<file path="config.mk">
export PLATFORM = sky130hd
export DESIGN_NAME = sd_req_arbiter
export DESIGN_NICKNAME = d
export VERILOG_FILES = /design/src/rtl/sd_req_arbiter.sv
export SDC_FILE = /design/constraint.sdc
export NUM_CORES = 1
export LEC_CHECK = 0
export BUFFER_PORTS_ARGS = -buffer_cell sky130_fd_sc_hd__buf_4
export CAP_MARGIN = 20
export CORE_ASPECT_RATIO = 1.4
export CORE_UTILIZATION = 43
export DETAILED_ROUTE_END_ITERATION = 8
export HOLD_SLACK_MARGIN = 0.12
export PLACE_DENSITY = 0.8
export SETUP_SLACK_MARGIN = 0.1
export SKIP_LAST_GASP = 1
export SLEW_MARGIN = 20
export SYNTH_ARGS = -nofsm -noshare
export SYNTH_HDL_FRONTEND = slang
export SYNTH_SLANG_ARGS = --single-unit
export TNS_END_PERCENT = 5
</file>
<file path="constraint.sdc">
create_clock -name clk_sys -period 1.9 [get_ports clk_sys]
set_input_delay 0 -clock clk_sys [delete_from_list [all_inputs] [get_ports clk_sys]]
set_output_delay 0 -clock clk_sys [all_outputs]
set_load 0.01 [all_outputs]
</file>
<file path="src/rtl/sd_req_arbiter.sv">
// sd_req_arbiter: serialises per-drive SD requests onto one host SD port, round-robin with a per-session lock
module sd_req_arbiter #(
  parameter int NUM_CH = 3,
  parameter int LBA_W  = 32,
  parameter int TMO_W  = 24
) (
  input  logic                    clk_sys,
  input  logic                    reset_n,
  input  logic [NUM_CH-1:0]       ch_rd,
  input  logic [NUM_CH-1:0]       ch_wr,
  input  logic [NUM_CH*LBA_W-1:0] ch_lba,
  input  logic [NUM_CH*8-1:0]     ch_buff_din,
  output logic [NUM_CH-1:0]       ch_ack,
  output logic                    host_rd,
  output logic                    host_wr,
  output logic [LBA_W-1:0]        host_lba,
  output logic [1:0]              host_drive,
  output logic [7:0]              host_buff_din,
  input  logic                    host_ack,
  output logic                    busy,
  output logic                    timeout_err
);
  typedef enum logic [1:0] {IDLE, XFER, GAP} state_t;
  state_t state, next_state;
  logic [1:0] sel, rr_ptr, pick;
  logic is_rd, ack_seen, old_ack;
  logic [TMO_W-1:0] tmo_cnt;
  logic [NUM_CH-1:0] req;
  logic req_sel, ack_edge, release_c, tmo_hit, stay;

  function automatic logic [1:0] rr_pick(input logic [NUM_CH-1:0] r, input logic [1:0] p);
    int j;
    rr_pick = '0;
    for (int k = NUM_CH - 1; k >= 0; k--) begin
      j = (int'(p) + k) % NUM_CH;
      if (r[j]) rr_pick = 2'(j);
    end
  endfunction

  assign req = ch_rd | ch_wr;
  assign pick = rr_pick(req, rr_ptr);
  // A session serves one direction; a pending write on a read session waits for its own session
  assign req_sel = is_rd ? ch_rd[sel] : ch_wr[sel];
  assign ack_edge = host_ack ^ old_ack;
  assign release_c = ~req_sel & ~host_ack & (old_ack | ~ack_seen);
  assign tmo_hit = (state == XFER) & (&tmo_cnt) & ~ack_edge;
  assign stay = next_state == XFER;
  assign host_buff_din = state == XFER ? ch_buff_din[sel*8 +: 8] : '0;

  for (genvar i = 0; i < NUM_CH; i++) begin : g_ack
    assign ch_ack[i] = (state == XFER) && (sel == 2'(i)) && host_ack;
  end

  always_comb begin
    next_state = state == IDLE ? (|req ? XFER : IDLE)
               : state == XFER ? (release_c || tmo_hit ? GAP : XFER)
               : IDLE;
  end

  always_ff @(posedge clk_sys or negedge reset_n) begin
    if (!reset_n) state <= IDLE;
    else          state <= next_state;
  end

  always_ff @(posedge clk_sys or negedge reset_n) begin
    if (!reset_n) begin
      sel         <= '0;
      rr_ptr      <= '0;
      is_rd       <= 1'b0;
      ack_seen    <= 1'b0;
      old_ack     <= 1'b0;
      tmo_cnt     <= '0;
      host_rd     <= 1'b0;
      host_wr     <= 1'b0;
      host_lba    <= '0;
      host_drive  <= '0;
      busy        <= 1'b0;
      timeout_err <= 1'b0;
    end else begin
      old_ack     <= host_ack;
      timeout_err <= tmo_hit;
      if (state == IDLE && |req) begin
        sel      <= pick;
        is_rd    <= ch_rd[pick];
        busy     <= 1'b1;
        tmo_cnt  <= '0;
        ack_seen <= 1'b0;
      end
      if (state == XFER) begin
        tmo_cnt    <= ack_edge ? '0 : tmo_cnt + 1'b1;
        ack_seen   <= ack_seen | (host_ack & ~old_ack);
        host_rd    <= stay & is_rd & ch_rd[sel];
        host_wr    <= stay & ~is_rd & ch_wr[sel];
        host_lba   <= ch_lba[sel*LBA_W +: LBA_W];
        host_drive <= sel;
      end
      if (state == GAP) begin
        busy   <= 1'b0;
        rr_ptr <= sel == 2'(NUM_CH - 1) ? '0 : sel + 2'd1;
      end
    end
  end
endmodule

</file>
==> results.ini, run 1 <==
[routing]
drt_iter0_markers=288
viasPerCell=5.64
drt-pass1-iter-count=7
wl_per_cell_um=17.5
wirelength_um=14800
route.detailed.drc=3
vias=4756
antenna_left=0

[placement]
gp_congestion=0.876
place_ws_ps=3.89
placed_area_um2=5570
io_buffers=177
hpwl_um=9020

[synth]
postSynthAreaPerCell_um2=8.49
yosys-top-cells-area=dfrtp_1 43%, mux2i_1 10%, nor2_1 5.9%, nand2_1 5.4%, a21oi_1 5.4%
yosys.area.top_type=dfrtp_1
ys_seq_area_frac=0.433
synth-edff-count=0
synth_top_area_frac=0.433
syn-instance-count=483
yosysWarnings=0
synth_cell_types=47
syn_nets=616
synth.ff_latch_count=71
yosys_most_used_dff=dfrtp_1
netlist_area_um2=4100
async_reset_ff_frac=1.00

[cts]
clock_path_buffers=2
numCtsBuffers=9
clk_pin_slew_ps=60
clk_latency_ps=330
htreeDepth=3
cts_root_buffer=clkbuf_16
cts_tree=built
cts.sinks=71

[worst_hold_path]
worstHoldStart=ch_lba[12]
whs_path_depth=5
min_to=host_lba[12]
holdCritPathClass=in2reg

[setup_path]
critPathCaptureType=output pin
critPathRequiredTime_ps=1900
crit_family=buffers and inverters
reg2regPathDepth=7
crit_arrival_ps=1890
reg2reg_slack_ps=60
criticalPathCategory=reg2out
r2r-start=rr_ptr[1]
cp_cell_sequence=buf_4, nor2_1, a21oi_1, nor2_1, buf_4
startpoint_type=flop
worst_path_largest_cell_delay_ps=530
cp_slowest_cell=dfrtp_1
path_max_fanout=41
r2r-end=is_rd
critPathBufInv=2

[power_and_ir_drop]
p_leak_nw=3.08
pwr_density_cell_nw_per_um2=1280
ir_drop_uv=1160

[die]
design.core.area_um2=9130
fp.dieW_um=84.5
die-area_um2=9940
io_pins=178
row_count=41
initial_core_util=0.449
die_y_um=118

[sta]
worstMarginPinSlew_ps=478
hold_viol_final=0
max-slew-margin-rel=0.679
fin_crit_sh=0.995
setup_viol=0
fmax_mhz=529
setup_slack_ps=9.90
fin_hold_ws_ps=103
fin_crit_ps=1890
slew_violations=0
rsz0062_at_grt=true
clock_skew_ps=5.36

[outcome]
run_status=finished with violations
violations=DRC

[layout]
final_cell_mix=191 x buf_4, 77 x dlygate4sd3_1, 70 x dfrtp_1, 65 x nor2_1, 59 x nand2_1
final_area_um2=6710
fill_cells=615
area_growth_pct=63.5
nets=864
drive_above_1_share=0.306
final_common_cell=buf_4

[global_routing]
grt_pass1_vias=4922
grt_pass1_wl_um=23900
antenna_found_initial=1
grt_max_degree=72
grt_usage=0.306
grt-ovfl-total=0

[job]
cap_violations=0

## cells in the mapped netlist, types with 2 or more instances
master and count:
o21ai_1 33, dfrtp_1 71, mux2i_1 42, nor2_1 65, nand4_1 7, clkbuf_1 19, nor3_1 6, nand2_1 59
o2bb2ai_1 3, nand3_1 12, a21oi_1 44, buf_6 4, buf_2 7, a41oi_1 2, a211oi_1 2, o21ai_0 36
a21o_1 2, a31oi_1 9, o21a_1 2, nand2b_1 2, nor2b_1 4, nor3_2 2, buf_1 2, a22o_1 3
nand3_2 2, and3_1 4, and2_1 2, buf_4 2, inv_1 8, ha_1 4, o31ai_1 6, o41ai_1 2
## timing repair
action                                 4_1_cts  5_1_grt
hold buffers                                77        0
setup endpoints to repair                    9       24
buffers inserted                             0        0
resized for setup                            3        1
pin swaps                                    1        1
endpoints found under the hold margin      108        0
## sequential cells by signal, summed over array words and instances (netlist names)
signal and flops:
host_wr 1, sel 2, host_rd 1, state 2, rr_ptr 2, host_lba 32, busy 1, old_ack 1
host_drive 2, ack_seen 1, tmo_cnt 24, is_rd 1, timeout_err 1
## routing by layer
metal / vias up / global-route usage / part of all wire
met1: 2195 / 0.348 / 0.38
met3: 82 / 0.0568 / 0.059
met5: - / 0 / 0
li1: 2217 / - / -
met2: 262 / 0.503 / 0.49
met4: 0 / 0.236 / 0.070
## logic make-up (layout without fill, tap and decap cells)
group / Yosys count / count (layout) / synth area share
AO/OA/AOI/OAI: 151 / 151 / 0.210
buffers and inverters: 42 / 295 / 0.0497
AND/OR/NAND/NOR: 173 / 173 / 0.192
multiplexers: 42 / 42 / 0.103
adder cells (fa/ha/maj): 4 / 4 / 0.0122
other: 0 / 1 / 0
flip-flops: 71 / 71 / 0.433
## cell type report
cell class | count | area, um^2 | area share
inverter | 8 | 30.0 | 0.00448
clock buffer | 10 | 239 | 0.0356
antenna | 1 | 2.50 | 0.000373
timing repair buffer | 271 | 2260 | 0.338
tap | 107 | 134 | 0.0200
multi-input combinational | 370 | 2150 | 0.321
sequential | 71 | 1780 | 0.265
clock inverter | 6 | 108 | 0.0160
## how the worst max path moves through the flow
stage / from / end / cells after the start
after floorplan: rr_ptr[0] / is_rd / 7
after global placement: rr_ptr[0] / is_rd / 7
final: sel[0] / host_buff_din[0] / 5
after CTS: rr_ptr[1] / is_rd / 7
after global routing: rr_ptr[1] / is_rd / 7
after detailed placement: rr_ptr[0] / is_rd / 7
## where the power goes
group | leakage, nW | switching, W | internal, W
registers | 0.914 | 0.000345 | 0.00200
logic | 2.00 | 0.00236 | 0.00191
clock network | 0.168 | 0.000645 | 0.00131
## tightest hold or removal path, delay by kind of cell
kind | cells | cell delay [ps]
buf+inv | 1 | 80
mux | 1 | 50
simple gates | 1 | 80
compound gates | 2 | 180
## through the flow
step | total power, W | std cells | utilization | setup TNS [ps]
after floorplan | 0.00473 | 483 | - | 0
after global placement | 0.00616 | 750 | 0.610 | 0
after detailed placement | 0.00630 | 750 | 0.610 | 0
after CTS | 0.00844 | 843 | 0.734 | 0
after global routing | 0.00907 | 844 | 0.734 | -121
final | 0.00856 | 844 | 0.734 | 0
Note: power is estimated with default switching activity, not from simulation.
==> inputs of run 2 (changes only) <==
--- a/config.mk
+++ b/config.mk
@@ -8,11 +8,12 @@
 export BUFFER_PORTS_ARGS = -buffer_cell sky130_fd_sc_hd__buf_4
 export CAP_MARGIN = 20
 export CORE_ASPECT_RATIO = 1.4
+export CORE_MARGIN = 5
 export CORE_UTILIZATION = 43
 export DETAILED_ROUTE_END_ITERATION = 8
 export HOLD_SLACK_MARGIN = 0.12
 export PLACE_DENSITY = 0.8
-export SETUP_SLACK_MARGIN = 0.1
+export SETUP_SLACK_MARGIN = 0.02
 export SKIP_LAST_GASP = 1
 export SLEW_MARGIN = 20
 export SYNTH_ARGS = -nofsm -noshare
==> run 2 against run 1 <==
  * The run ends with setup timing left
  * Cell count grew 0.24%
  * Sequential power about the same
  * Clock skew barely moved
  * Critical path depth increased by 2
  * Clock power is 26% lower
  * Global-route usage is 2.0 points lower
  * Fmax is 4.5% lower
  * Via count rose by 2.6%
  * Final area down 1.4%
==> results.ini, run 2 (synthesis results as in run 1) <==
[setup_path]
crit_arrival_ps=2200  ; was 1890 ps
path_max_fanout=4  ; was 41
worst_path_largest_cell_delay_ps=390  ; was 530 ps
critPathCaptureType=flop  ; was output pin
cp_slowest_cell=or3b_4  ; was dfrtp_1
startpoint_type=flop  ; unchanged
criticalPathCategory=reg2reg  ; was reg2out
critPathRequiredTime_ps=2120  ; was 1900 ps
cp_cell_sequence=inv_1, ha_2, a211oi_2, o32a_1, or3b_4, o2bb2ai_1, a22o_1  ; was buf_4, nor2_1, a21oi_1, nor2_1, buf_4

[layout]
nets=863  ; was 864
reg_top3=host_lba x32, tmo_cnt x24  ; unchanged
seq_area_um2=1780  ; about the same
largest_reg_flops=32  ; unchanged
fill_cells=669  ; was 615
area_growth_pct=61.2  ; was 63.5%
final_cell_mix=195 x buf_4, 72 x dlygate4sd3_1, 69 x dfrtp_1, 65 x nor2_1, 59 x nand2_1  ; was 191 x buf_4, 77 x dlygate4sd3_1, 70 x dfrtp_1, 65 x nor2_1, 59 x nand2_1
final_util=0.703  ; was 0.734
multi_input_area_um2=2150  ; about the same
top_register=host_lba  ; unchanged
final_common_cell=buf_4  ; unchanged
drive_above_1_share=0.308  ; was 0.306

[die]
fp.dieW_um=92.5  ; was 84.5 um
die_y_um=126  ; was 118 um
initial_core_util=0.436  ; was 0.449
row_count=42  ; was 41
die-area_um2=11600  ; was 9940 um^2
io_pins=178  ; unchanged
design.core.area_um2=9410  ; was 9130 um^2

[cts]
htreeDepth=3  ; unchanged
numCtsBuffers=9  ; unchanged
clk_latency_ps=330  ; about the same
cts_root_buffer=clkbuf_16  ; unchanged
cts_tree=built  ; unchanged
cts.sinks=71  ; unchanged
clk_pin_slew_ps=50  ; was 60 ps
clock_path_buffers=2  ; unchanged

[global_routing]
grt_pass1_wl_um=25800  ; was 23900 um
grt_pass1_vias=5274  ; was 4922
grt_max_degree=46  ; was 72
antenna_found_initial=3  ; was 1
grt-ovfl-total=0  ; unchanged
grt_usage=0.286  ; was 0.306

[sta]
clock_skew_ps=5.06  ; was 5.36 ps
slew_violations=0  ; unchanged
rsz0062_at_grt=true  ; unchanged
fin_crit_sh=1.04  ; was 0.995
max-slew-margin-rel=0.626  ; was 0.679
worstMarginPinSlew_ps=557  ; was 478 ps
setup_slack_ps=-78.6  ; was 9.90 ps
setup_viol=2  ; was 0
fmax_mhz=505  ; was 529 MHz
fin_crit_ps=1980  ; was 1890 ps
hold_viol_final=0  ; unchanged

[job]
cap_violations=0  ; unchanged

[placement]
io_buffers=177  ; unchanged
hpwl_um=10100  ; was 9020 um
gp_congestion=0.831  ; was 0.876

[routing]
viasPerCell=5.77  ; was 5.64
antenna_left=0  ; unchanged
wl_per_cell_um=19.7  ; was 17.5 um
route.detailed.drc=0  ; was 3
vias=4878  ; was 4756
drt_iter0_markers=389  ; was 288
drt-pass1-iter-count=5  ; was 7
wirelength_um=16600  ; was 14800 um

[power_and_ir_drop]
pwr_density_cell_nw_per_um2=1250  ; was 1280 nW/um^2
p_leak_nw=3.04  ; was 3.08 nW
ir_drop_uv=954  ; was 1160 uV
power_w=0.00828  ; was 0.00856 W

[outcome]
run_status=finished with violations  ; unchanged
violations=setup timing  ; was DRC

[worst_hold_path]
holdCritPathClass=in2reg  ; unchanged

## run 2: layout make-up
| cell class | count | area share |
|---|---|---|
| Timing Repair Buffer | 270 | 0.341 |
| Multi-Input combinational cell | 370 | 0.326 |
| Sequential cell | 71 | 0.269 |
| Clock buffer | 12 | 0.0358 |
| Tap cell | 110 | 0.0208 |
| Inverter | 8 | 0.00454 |
| Clock inverter | 2 | 0.00151 |
| Antenna cell | 3 | 0.00114 |
## run 2: worst max-delay path, delay by kind of cell (launching register included)
family	cells	cell delay, ps
buffers and inverters	1	70
adder cells (fa/ha/maj)	1	200
AND/OR/NAND/NOR	1	390
flip-flops	1	380
AO/OA/AOI/OAI	4	820
## run 2: worst paths after layout
path                       slack, ps        start            to  cells past startpoint
setup reg to reg                 -80    rr_ptr[1]         is_rd                      7
setup / recovery                 -80    rr_ptr[1]         is_rd                      7
max in group asynchronous       1210      reset_n        sel[1]                      3
min in group asynchronous        130      reset_n  host_lba[11]                      2
hold / removal                   120   ch_lba[18]  host_lba[18]                      5
hold reg to reg                  470  tmo_cnt[14]   tmo_cnt[14]                      1
## run 2: through the flow
stage / worst slack [ps] / hold slack (ps) / TNS, ps / cell area, um^2 / std cells
floorplan: 61.6 / -296 / 0 / 4100 / 483
global placement: 46.4 / -65.1 / 0 / 5570 / 755
detailed placement: -110 / -57.7 / -110 / 5570 / 755
CTS: -2.03 / 35.1 / -2.03 / 6590 / 841
global route: -119 / 156 / -449 / 6610 / 846
finish: -78.6 / 123 / -126 / 6610 / 846
## run 2: routing by layer
layer,part of all wire,vias to the layer above,GRT usage
li1,-,2214,-
met1,0.34,2291,0.288
met2,0.52,272,0.488
met3,0.070,101,0.0709
met4,0.076,0,0.241
met5,0,-,0
## run 2: where the power goes
group	total (W)	switching [W]	internal, W
Clock	0.00146	0.000595	0.000864
Sequential	0.00237	0.000366	0.00200
Combinational	0.00446	0.00249	0.00197
## run 2: what timing repair did
action,in CTS,in global routing
gates cloned,1,0
setup endpoints to repair,9,10
buffers inserted,0,1
gates resized for setup,6,0
pin swaps,1,1
endpoints found under the hold margin,108,1
hold buffers,71,1
